$ cat src/rtl/regfile_pkg.sv
// regfile_pkg: shared widths and the write-request record for the register-file write arbiter
package regfile_pkg;
  localparam int XLEN = 32;
  localparam int REG_ADDR_W = 5;
  typedef struct packed {
    logic [REG_ADDR_W-1:0] rd;
    logic [XLEN-1:0]       data;
  } wr_req_t;
endpackage

$ cat src/rtl/regfile_wr_fifo.sv
// regfile_wr_fifo: synchronous buffer of long-latency write requests, extra pointer bit separates full from empty
module regfile_wr_fifo
  import regfile_pkg::*;
#(
  parameter int FIFO_DEPTH = 2
) (
  input  logic    clock,
  input  logic    reset,
  input  logic    push,
  input  wr_req_t push_req,
  input  logic    pop,
  output logic    full,
  output logic    empty,
  output wr_req_t head
);
  localparam int AW = $clog2(FIFO_DEPTH);
  wr_req_t mem [FIFO_DEPTH];
  logic [AW:0] wr_ptr, rd_ptr;
  assign empty = wr_ptr == rd_ptr;
  assign full = (wr_ptr[AW] != rd_ptr[AW]) && (wr_ptr[AW-1:0] == rd_ptr[AW-1:0]);
  assign head = mem[rd_ptr[AW-1:0]];
  always_ff @(posedge clock or posedge reset)
    if (reset) begin
      wr_ptr <= '0;
      rd_ptr <= '0;
    end else begin
      if (push && !full) wr_ptr <= wr_ptr + (AW+1)'(1);
      if (pop && !empty) rd_ptr <= rd_ptr + (AW+1)'(1);
    end
  always_ff @(posedge clock)
    if (push && !full) mem[wr_ptr[AW-1:0]] <= push_req;
endmodule

$ cat src/rtl/regfile_write_arbiter.sv
// regfile_write_arbiter: shares one register-file write port between pipeline writeback and buffered long-latency results.
// Optional pending-write scoreboard enabled by REGFILE_SCOREBOARD_EN.
module regfile_write_arbiter
  import regfile_pkg::*;
#(
  parameter int FIFO_DEPTH   = 2,
  parameter int STARVE_LIMIT = 4
) (
  input  logic                  clock,
  input  logic                  reset,
  input  logic                  wb_valid,
  input  logic [REG_ADDR_W-1:0] wb_rd,
  input  logic [XLEN-1:0]       wb_data,
  output logic                  stall_wb,
  input  logic                  lu_valid,
  output logic                  lu_ready,
  input  logic [REG_ADDR_W-1:0] lu_rd,
  input  logic [XLEN-1:0]       lu_data,
  input  logic                  lu_issue,
  input  logic [REG_ADDR_W-1:0] lu_issue_rd,
  input  logic [REG_ADDR_W-1:0] query_rs1,
  input  logic [REG_ADDR_W-1:0] query_rs2,
  output logic                  busy_rs1,
  output logic                  busy_rs2,
  output logic                  rf_write_enable,
  output logic [REG_ADDR_W-1:0] rf_addr_rd,
  output logic [XLEN-1:0]       rf_data_rd
);
  logic full, empty, forced, fifo_grant, wb_grant, push;
  logic [3:0] starve;
  wr_req_t head, sel;
  assign lu_ready = !reset && !full;
  assign push = lu_valid && lu_ready && lu_rd != '0;
  regfile_wr_fifo #(.FIFO_DEPTH(FIFO_DEPTH)) u_fifo (
    .clock(clock), .reset(reset), .push(push), .push_req('{rd: lu_rd, data: lu_data}),
    .pop(fifo_grant), .full(full), .empty(empty), .head(head)
  );
  always_comb begin
    forced = !reset && !empty && starve == 4'(STARVE_LIMIT);
    fifo_grant = forced || (!reset && !wb_valid && !empty);
    wb_grant = !reset && wb_valid && !forced;
    stall_wb = forced && wb_valid;
    sel = fifo_grant ? head : '{rd: wb_rd, data: wb_data};
    rf_write_enable = (fifo_grant || wb_grant) && sel.rd != '0;
    rf_addr_rd = sel.rd;
    rf_data_rd = sel.data;
  end
  always_ff @(posedge clock or posedge reset)
    if (reset) starve <= '0;
    else if (empty || fifo_grant) starve <= '0;
    else if (starve != 4'(STARVE_LIMIT)) starve <= starve + 4'd1;
`ifdef REGFILE_SCOREBOARD_EN
  logic [XLEN-1:0] pending;
  // a new issue to a register outranks the retiring write of its older result
  always_ff @(posedge clock or posedge reset)
    if (reset) pending <= '0;
    else pending <= (pending & ~(fifo_grant ? XLEN'(1) << head.rd : '0))
                  | (lu_issue && lu_issue_rd != '0 ? XLEN'(1) << lu_issue_rd : '0);
  assign busy_rs1 = pending[query_rs1];
  assign busy_rs2 = pending[query_rs2];
`else
  logic unused_sb;
  assign unused_sb = ^{lu_issue, lu_issue_rd, query_rs1, query_rs2};
  assign busy_rs1 = 1'b0;
  assign busy_rs2 = 1'b0;
`endif
endmodule

$ cat config.mk
export PLATFORM = sky130hd
export DESIGN_NAME = regfile_write_arbiter
export DESIGN_NICKNAME = d
export VERILOG_FILES = /design/src/rtl/regfile_pkg.sv /design/src/rtl/regfile_wr_fifo.sv /design/src/rtl/regfile_write_arbiter.sv
export SDC_FILE = /design/constraint.sdc
export NUM_CORES = 1
export LEC_CHECK = 0
export BUFFER_PORTS_ARGS = -buffer_cell sky130_fd_sc_hd__buf_2
export CAP_MARGIN = 40
export CORE_MARGIN = 5
export CORE_UTILIZATION = 38
export CTS_BUF_LIST = sky130_fd_sc_hd__clkbuf_8
export CTS_CLUSTER_DIAMETER = 50
export CTS_CLUSTER_SIZE = 40
export DETAILED_ROUTE_END_ITERATION = 10
export PLACE_DENSITY_LB_ADDON = 0.2
export SYNTH_ARGS = -nofsm -noshare
export SYNTH_HDL_FRONTEND = slang
export SYNTH_SLANG_ARGS = --single-unit
$ cat constraint.sdc
create_clock -name clock -period 4.1 [get_ports clock]
set_clock_uncertainty 0.15 [all_clocks]
set_input_delay 0.205 -clock clock [delete_from_list [all_inputs] [get_ports clock]]
set_output_delay 0.205 -clock clock [all_outputs]
set_load 0.02 [all_outputs]
# Word-level counts from Yosys, hierarchy flattened
# Memories as Yosys holds them, arrays and structs flattened.
# Index checks and enable logic that the tools add are counted.
# classes
add_sub_neg	3
eq_ne	5
mux	5
reduce_logical	25
# ops
op	count
2-to-1 mux 37 bit	1
logical AND 1 bit	14
nonzero test 5 bit	2
2-to-1 mux 4 bit	2
zero test 1 bit	5
adder 2 x 1 -> 2 bit (second input constant)	2
adder 4 x 1 -> 4 bit (second input constant)	1
== test 4 x 3 -> 1 bit (second input constant)	1
!= test 4 x 3 -> 1 bit (second input constant)	1
logical OR 1 bit	3
== test 2 bit	1
2-to-1 mux 1 bit	2
nonzero test 2 bit	1
== test 1 bit	1
!= test 1 bit	1
# totals
ff_bits	8
mem_bits_rw	74
inputBits	94
out_inout_bits	42
elab_cells	42
n_memories	1
# memory_table
memory	depth	word_bits	read_ports	rd_clocked_by_memory_dff	write_ports	line	source
u_fifo.mem	2	37	1	0	1	regfile_wr_fifo.sv:17	wr_req_t mem [FIFO_DEPTH];

# Depth between registers and ports, before layout
# Gate-level depths: netlist of run 1.
# depth
depth_word	9
mapped_depth	8
ltp_nobuf	6

# Modules after synthesis
# Synthesis of run 1 repeated with hierarchy kept, for this count alone.
# unflattened
cells_unflattened	220
hier_area_um2	3714.8
# by_module_without_submodules
module	n_inst	cells_per_inst	area_each_um2	seq_area_each_um2
regfile_wr_fifo	1	142	2915.3	2322.2
regfile_write_arbiter	1	78	799.5	100.1

# Worst setup path after synthesis of run 1
# Ideal clock, no wire load.
# synth_path
path_kind	flip-flop to flip-flop
startpoint	reg u_fifo.rd_ptr[0]
endpoint	mem u_fifo.mem[0][0] in the netlist's numbering (enable)
setup_time_ns	0.431
arrival_time_ns	2.888
required_ns	3.519
slack_ns	0.631
stages_incl_launch_ff	6
path_buffers	1
synth_period_minus_slack_ns	3.469
path_cell_list	dfrtp_1 buf_2 xnor2_1 a21oi_1 nand3_1 nor2_1
# synth_between
elab_chain_cells	9
# synth_lines
element	line	source
from (decl)	regfile_wr_fifo.sv:18	logic [AW:0] wr_ptr, rd_ptr;
from (signal assigned)	regfile_wr_fifo.sv:28	if (pop && !empty) rd_ptr <= rd_ptr + (AW+1)'(1);
== test 1 bit	regfile_wr_fifo.sv:20	assign full = (wr_ptr[AW] != rd_ptr[AW]) && (wr_ptr[AW-1:0] == rd_ptr[AW-1:0]);
logical AND 1 bit	regfile_wr_fifo.sv:20	
zero test 1 bit	regfile_write_arbiter.sv:32	assign lu_ready = !reset && !full;
logical AND 1 bit	regfile_write_arbiter.sv:32	
net lu_ready	regfile_write_arbiter.sv:16	output logic lu_ready,
logical AND 1 bit (2 in series)	regfile_write_arbiter.sv:33	assign push = lu_valid && lu_ready && lu_rd != '0;
logical AND 1 bit	regfile_wr_fifo.sv:31	if (push && !full) mem[wr_ptr[AW-1:0]] <= push_req;
2-to-1 mux 1 bit	regfile_wr_fifo.sv:31	
2-to-1 mux 1 bit (not written as such)	regfile_wr_fifo.sv:31	
to (decl)	regfile_wr_fifo.sv:17	
# The timed path passes the listed nets, and every way through them passes these cells.

# Worst setup path in the final report of run 1
# layout_path
startpoint	reg starve[0]
endpoint	out rf_data_rd[17]
# layout_between
elab_chain_cells	4
# layout_lines
element	line	source
from (decl)	regfile_write_arbiter.sv:30	logic [3:0] starve;
from (signal assigned)	regfile_write_arbiter.sv:51	else if (starve != 4'(STARVE_LIMIT)) starve <= starve + 4'd1;
== test 4 x 3 -> 1 bit	regfile_write_arbiter.sv:39	forced = !reset && !empty && starve == 4'(STARVE_LIMIT);
logical AND 1 bit	regfile_write_arbiter.sv:39	
logical OR 1 bit	regfile_write_arbiter.sv:40	fifo_grant = forced || (!reset && !wb_valid && !empty);
2-to-1 mux 37 bit	regfile_write_arbiter.sv:43	sel = fifo_grant ? head : '{rd: wb_rd, data: wb_data};
to (decl)	regfile_write_arbiter.sv:27	output logic [XLEN-1:0] rf_data_rd
# Every way passes these cells.

==> metrics.txt, run 1 <==
Chip Height=between 100 and 150 µm; vias in the first global route=between 2000 and 3000; Core Box Area=between 0.009 and 0.01 mm²; CTS buffer count=9; DRT Pass-1 Iters=5; CTS tree=done; register area share after synthesis=between 60% and 70%; slack of the worst reg-to-reg path=~1500 ps; starting density of the core=38.48%; via/cell ratio=about 4.6; Simple-Gate Fraction of Synth Area=about 7.7%; maxcap violations=0; status=finished clean; share of layout cells above drive strength 1=34.21%; Max Slew Vio Count=0; Hold Path Sink=u_fifo.wr_ptr[0]$_DFFE_PP0P_; Top Family by Delay on Critical Path=buffers and inverters; CP Class=reg2out; RR Endpoint=u_fifo.mem[0][26]$_DFFE_PP_; Worst Setup End Kind=output pin; initial antenna violation count=0; root buffer cell=clkbuf_8; H-tree depth=3; synth warn=0; Layout fillers=785; hpwl dp=~5000 µm; P_leak=1.970 nW; worst skew pair latency=around 350 ps; Worst-Margin Slew=between 700 and 800 ps; routed len/inst=roughly 14 µm; via count=~2500; GP Congestion=roughly 0.66; mux cell area share after synthesis=10.52%; main combinational cell family by area after synthesis=multiplexers; Fmax achieved=353.3 MHz; worst min path class=in2reg; CP max-delay cell=dfrtp_1; hold violation count in the final report=0; Layout Nets=approximately 500; max-slew headroom at the worst pin=roughly half; Max stage delay on crit path=around 420 ps; hold wc startpoint=lu_valid; CP cell instances=inv_1 -> ha_1 -> nand3b_1 -> a221oi_4 -> buf_4 -> nor2_1 -> a21oi_1 -> buf_2; Antenna Cells=0; syn_area_per_cell=about 14 µm²; Critical Path RT=3740 ps; Port Buf Inserts=117; synthesized netlist cell count=between 200 and 300; total global routing overflow=0; Hold Crit Depth=3; critical path startpoint category=register; drt drc=0; RSZ-0062 raised after global routing=false; final wirelength=roughly 7400 µm; Longest Clk Path Bufs=2; Syn Std Cell Area=between 0.003 and 0.004 mm²; part of the cycle the worst path needs=around 69%; min Tclk post-route=approximately 2800 ps; Final setup viols=0; Compound-Gate Fraction of Synth Area=about 7.6%; num ports=roughly 140; Critical Path AT=about 2500 ps; pin count of the biggest net entering global routing=42; distinct cell type count after synthesis=31; Antenna Nets Post-Route=0; placed insts=between 400 and 500; setup ws final=~1300 ps; Die W=106.3 µm; Worst Path Max Fanout=40; clk sinks=slightly above 80; Pwr Total=2.744 mW; XOR/XNOR share of the synthesized area=under 10%; setup TNS=0 ps; PostCTS Resize Cnt=0; first-pass GRT wire length=11840 µm; area share of fa/ha/maj cells after synthesis=0.7105%; DIE AREA=around 0.011 mm²; row cnt=35; Worst VDD drop=approximately 0.24 mV; Crit path buffers/inverters=3; Util after Layout=between 50% and 60%; synth-to-layout area growth=35.95%; Reg clk slew, reported paths=about 70 ps; Register-to-Register Path Depth=5; Critical R2R Launch=u_fifo.wr_ptr[0]$_DFFE_PP0P_; DP Worst Slack=around 1500 ps; Starting DRT DRC Count=86; Seq cells post-synth=82; power density cells=approximately 570 mW/mm²; Layout Cells excl Fill=roughly 530; GRT Resource Usage Total=roughly 14%
-- how the worst max path moves through the flow --
| stage | from | end | slack (ps) | cells past startpoint |
|---|---|---|---|---|
| 4_1_cts | starve[0]$_DFFE_PP0P_ | rf_data_rd[2] | 1260 | 8 |
| 5_1_grt | starve[0]$_DFFE_PP0P_ | rf_data_rd[17] | 1020 | 8 |
| 3_5_place_dp | u_fifo.wr_ptr[0]$_DFFE_PP0P_ | u_fifo.mem[0][28]$_DFFE_PP_ | 1470 | 5 |
| 6_report | starve[0]$_DFFE_PP0P_ | rf_data_rd[17] | 1270 | 8 |
| 3_3_place_gp | u_fifo.wr_ptr[0]$_DFFE_PP0P_ | u_fifo.mem[0][20]$_DFFE_PP_ | 1560 | 5 |
| 2_1_floorplan | u_fifo.rd_ptr[0]$_DFFE_PP0P_ | u_fifo.mem[0][0]$_DFFE_PP_ | 630 | 5 |
-- layer usage --
layer	GRT usage (%)	routed length (µm)	part of all wire, %	up-vias
met4	5.828	134	1.8	0
met1	15.79	3192	43	1118
met5	0	0	0	-
li1	-	-	-	1259
met2	23.26	3680	50	70
met3	3.947	408	5.5	11
-- tightest hold or removal path: stages --
cell and delay, ps:
buf_2 100, nand3_1 140, xnor2_1 90
-- cell usage in the layout, fill, tap and decap left out, types with 2 or more instances in the layout --
cell type / synthesis / final
buf_2: 6 / 117
edfxtp_1: 74 / 74
nor2_1: 44 / 43
a21oi_1: 39 / 39
dlygate4sd3_1: 0 / 38
mux2i_1: 37 / 37
clkbuf_8: 0 / 9
dfrtp_1: 8 / 7
xnor2_1: 5 / 5
inv_1: 3 / 4
buf_4: 5 / 4
nand3_1: 3 / 3
xor2_1: 3 / 3
a21oi_2: 3 / 3
nand3b_1: 2 / 2
nor3_1: 2 / 2
nand2_1: 2 / 2
or4_1: 2 / 2
ha_1: 2 / 2
conb_1: 1 / 2
clkinv_1: 0 / 2
clkinv_2: 0 / 2
-- cell type report --
class / count / area [µm²] / area share, %
clock inverter: 7 / 37.54 / 0.7839
multi-input combinational: 157 / 1030 / 21.51
clock buffer: 9 / 123.9 / 2.587
timing repair buffer: 160 / 1023 / 21.37
sequential: 82 / 2424 / 50.61
tap: 111 / 138.9 / 2.900
inverter: 3 / 11.26 / 0.2352
-- sequential cells by signal (all words and copies together) (netlist names) --
signal         flops
u_fifo.mem        74
starve             4
u_fifo.rd_ptr      2
u_fifo.wr_ptr      2
-- power by group --
part	leakage [nW]	internal, mW	total [mW]	switching, mW
clock network	0.0853	0.212	0.485	0.273
logic	1.11	0.428	1.12	0.688
registers	0.775	1.08	1.14	0.0619
-- repair_timing --
action / in CTS / in global routing
endpoints found under the hold margin: 82 / 0
buffers inserted: 0 / 0
hold buffers: 38 / 0
-- cell families (layout without fill, tap and decap cells) --
group / after synthesis / after routing
AND/OR/NAND/NOR: 61 / 61
flip-flops: 82 / 82
AO/OA/AOI/OAI: 47 / 47
multiplexers: 37 / 37
other: 1 / 2
buffers and inverters: 18 / 179
adder cells (fa/ha/maj): 2 / 2
XOR/XNOR: 8 / 8
-- through the flow --
step                cell area, µm²  hold slack (ps)
floorplan                     3526           -129.3
global placement              4219            85.80
detailed placement            4247            94.75
CTS                           4788            68.76
global route                  4788            98.93
finish                        4788            94.56
-- synthesized netlist by cell type, drive strengths merged --
| master | number | area share [%] |
|---|---|---|
| conb | 1 | 0.11 |
| a21oi | 42 | 6.3 |
| ha | 2 | 0.71 |
| xnor2 | 5 | 1.2 |
| nor3 | 2 | 0.28 |
| nor4 | 1 | 0.18 |
| dfrtp | 8 | 5.7 |
| nand3b | 2 | 0.43 |
| a22oi | 1 | 0.21 |
| nand3 | 3 | 0.43 |
| edfxtp | 74 | 63 |
| or4 | 2 | 0.43 |
| xor2 | 3 | 0.75 |
| and2 | 1 | 0.18 |
| mux2i | 37 | 11 |
| buf | 12 | 2.0 |
| or2 | 1 | 0.18 |
| clkbuf | 3 | 0.32 |
| nand2 | 2 | 0.21 |
| inv | 3 | 0.32 |
| o221ai | 1 | 0.25 |
| o311ai | 1 | 0.25 |
| and4 | 1 | 0.25 |
| nor4b | 1 | 0.25 |
| a221oi | 1 | 0.43 |
| nand2b | 1 | 0.18 |
| nor2 | 44 | 4.7 |
| o21ai | 1 | 0.14 |
(Power assumes the default switching activity.)
==> run 2: changes to the inputs <==
- clock period: 4.1 -> 2.5 ns (I/O delays scaled with it)
==> run 2 against run 1 <==
  * Non-clock buffer count grew 13
  * Cell area grew 5.5%
  * Register-to-register slack lost 1100 ps
  * Global-route usage grew 0.46 points
  * Setup slack lost 1100 ps
  * Die area is the same
  * Clock power grew 85%
==> metrics.txt, run 2 (synthesized netlist as in run 1, its figures left out) <==
status=finished clean; finished layout cell area=0.005050 mm² (+5.5%); row cnt=35 (unchanged); hpwl dp=4958 µm (-1.4%); CP max-delay cell=dfrtp_1; first-pass GRT wire length=12370 µm (+4.5%); register area=0.002424 mm² (unchanged); starting density of the core=38.48% (unchanged); num ports=136 (unchanged); setup ws final=149.6 ps (-1120 ps); CP Class=reg2out; min Tclk post-route=between 2000 and 2500 ps; Critical Path RT=2230 ps (-1510 ps); pin count of the biggest net entering global routing=42 (unchanged); drt drc=0 (unchanged); H-tree depth=3 (unchanged); Worst Setup End Kind=output pin; Max Slew Vio Count=0 (unchanged); hold_ws=115.6 ps (+21.03 ps); DP Worst Slack=389.1 ps (-1084 ps); Critical Path AT=2080 ps (-400 ps); total global routing overflow=0 (unchanged); maxcap violations=0 (unchanged); Reg clk slew, reported paths=80 ps (about the same); max reg flops=74 (unchanged); CP cell instances=inv_1 -> ha_4 -> nand3b_1 -> a221oi_4 -> buf_6 -> buf_12 -> nor2_1 -> a21oi_1 -> buf_4; Layout Nets=522 (+2.6%); hold violation count in the final report=0 (unchanged); most frequent cells in the layout=buf_2, edfxtp_1, nor2_1; Util after Layout=55.17% (+2.9 points); Pwr Total=4.957 mW (+81%); Layout fillers=772 (-1.7%); final wirelength=7773 µm (+4.8%); root buffer cell=clkbuf_8; Layout Cells excl Fill=542 (+2.5%); worst skew pair latency=340 ps (about the same); GRT Resource Usage Total=14.02% (+0.46 points); vias in the first global route=2673 (+3.4%); multi-input logic area=0.001050 mm² (+1.9%); Starting DRT DRC Count=71 (-17%); via count=2547 (+3.6%); CTS buffer count=9 (unchanged); via/cell ratio=4.699 (+1.1%); placed insts=480 (+1.1%); Final setup viols=0 (unchanged); Worst Path Max Fanout=20 (-50%); initial antenna violation count=0 (unchanged); Core Box Area=0.009153 mm² (unchanged); share of layout cells above drive strength 1=36.66% (+2.4 points); Die W=106.3 µm (unchanged); setup TNS=0 ps (unchanged); Worst-Margin Slew=687.6 ps (-39.79 ps); Antenna Cells=0 (unchanged); commonest non-fill, non-tap cell in the layout=buf_2; Post-DP Area=0.004313 mm² (+1.6%); Longest Clk Path Bufs=2 (unchanged); Chip Height=106.3 µm (unchanged); worst min path class=in2reg; DIE AREA=0.01129 mm² (unchanged); part of the cycle the worst path needs=94.02%; routed len/inst=14.34 µm (+2.3%); power density cells=981.5 mW/mm² (+71%); P_leak=2.085 nW (+5.9%); Fmax achieved=approximately 430 MHz; CTS tree=done; DRT Pass-1 Iters=4 (-1); synth-to-layout area growth=43.37%; critical path startpoint category=register; GP Congestion=0.7068 (+7.8%); clk sinks=82 (unchanged); Max stage delay on crit path=390 ps (-30 ps); Port Buf Inserts=117 (unchanged); Worst VDD drop=0.4587 mV (+90%); Antenna Nets Post-Route=0 (unchanged); max-slew headroom at the worst pin=54.16% (+2.8 points)
[run 2: cell count changes in the layout (fill, tap and decap cells not counted), sizes merged]
cell,change
dlygate4sd3,+1
buf,+12
inv,+1
clkinv,-2
bufinv,+1
[run 2: layer usage]
layer	global-route usage [%]	vias up	part of all wire, %
met2	24.03	69	51
met5	0	-	0
met3	3.218	9	4.9
li1	-	1292	-
met1	16.82	1177	43
met4	6.198	0	1.5
[run 2: final cells by class]
class / count / area share [%]
clock buffer: 9 / 2.453
clock inverter: 7 / 1.239
inverter: 3 / 0.2230
multi-input combinational: 157 / 20.79
sequential: 82 / 47.99
tap: 111 / 2.750
timing repair buffer: 173 / 24.55
[run 2: critical path, delay by kind of cell, from the launching register on]
kind,cells,cell delay (ps)
flip-flops,1,390
adder cells (fa/ha/maj),1,150
buffers and inverters,4,610
AO/OA/AOI/OAI,2,390
AND/OR/NAND/NOR,2,190
[run 2: what timing repair did]
action,CTS,global route
setup buffers,2,3
hold buffers,39,0
setup endpoints to repair,1,38
resized for setup,1,14
pin swaps,2,2
gates cloned,2,0
hold endpoints to repair,83,0
[run 2: report_power, final]
part	internal [mW]	switching [mW]	total, mW
sequential	1.77	0.0887	1.86
clock	0.451	0.447	0.898
combinational	0.958	1.24	2.20
[run 2: worst paths after layout]
path                                         startpoint                      endpoint  cells past startpoint  slack (ps)
max                               starve[1]$_DFFE_PP0P_                rf_data_rd[15]                      9         150
min                                            wb_valid         starve[2]$_DFFE_PP0P_                      4         120
max reg2reg                u_fifo.rd_ptr[1]$_DFFE_PP0P_   u_fifo.mem[1][14]$_DFFE_PP_                      4         450
min reg2reg                u_fifo.wr_ptr[1]$_DFFE_PP0P_  u_fifo.wr_ptr[1]$_DFFE_PP0P_                      1         380
max in group asynchronous                         reset  u_fifo.rd_ptr[0]$_DFFE_PP0P_                      3        1750
min in group asynchronous                         reset         starve[3]$_DFFE_PP0P_                      3         190
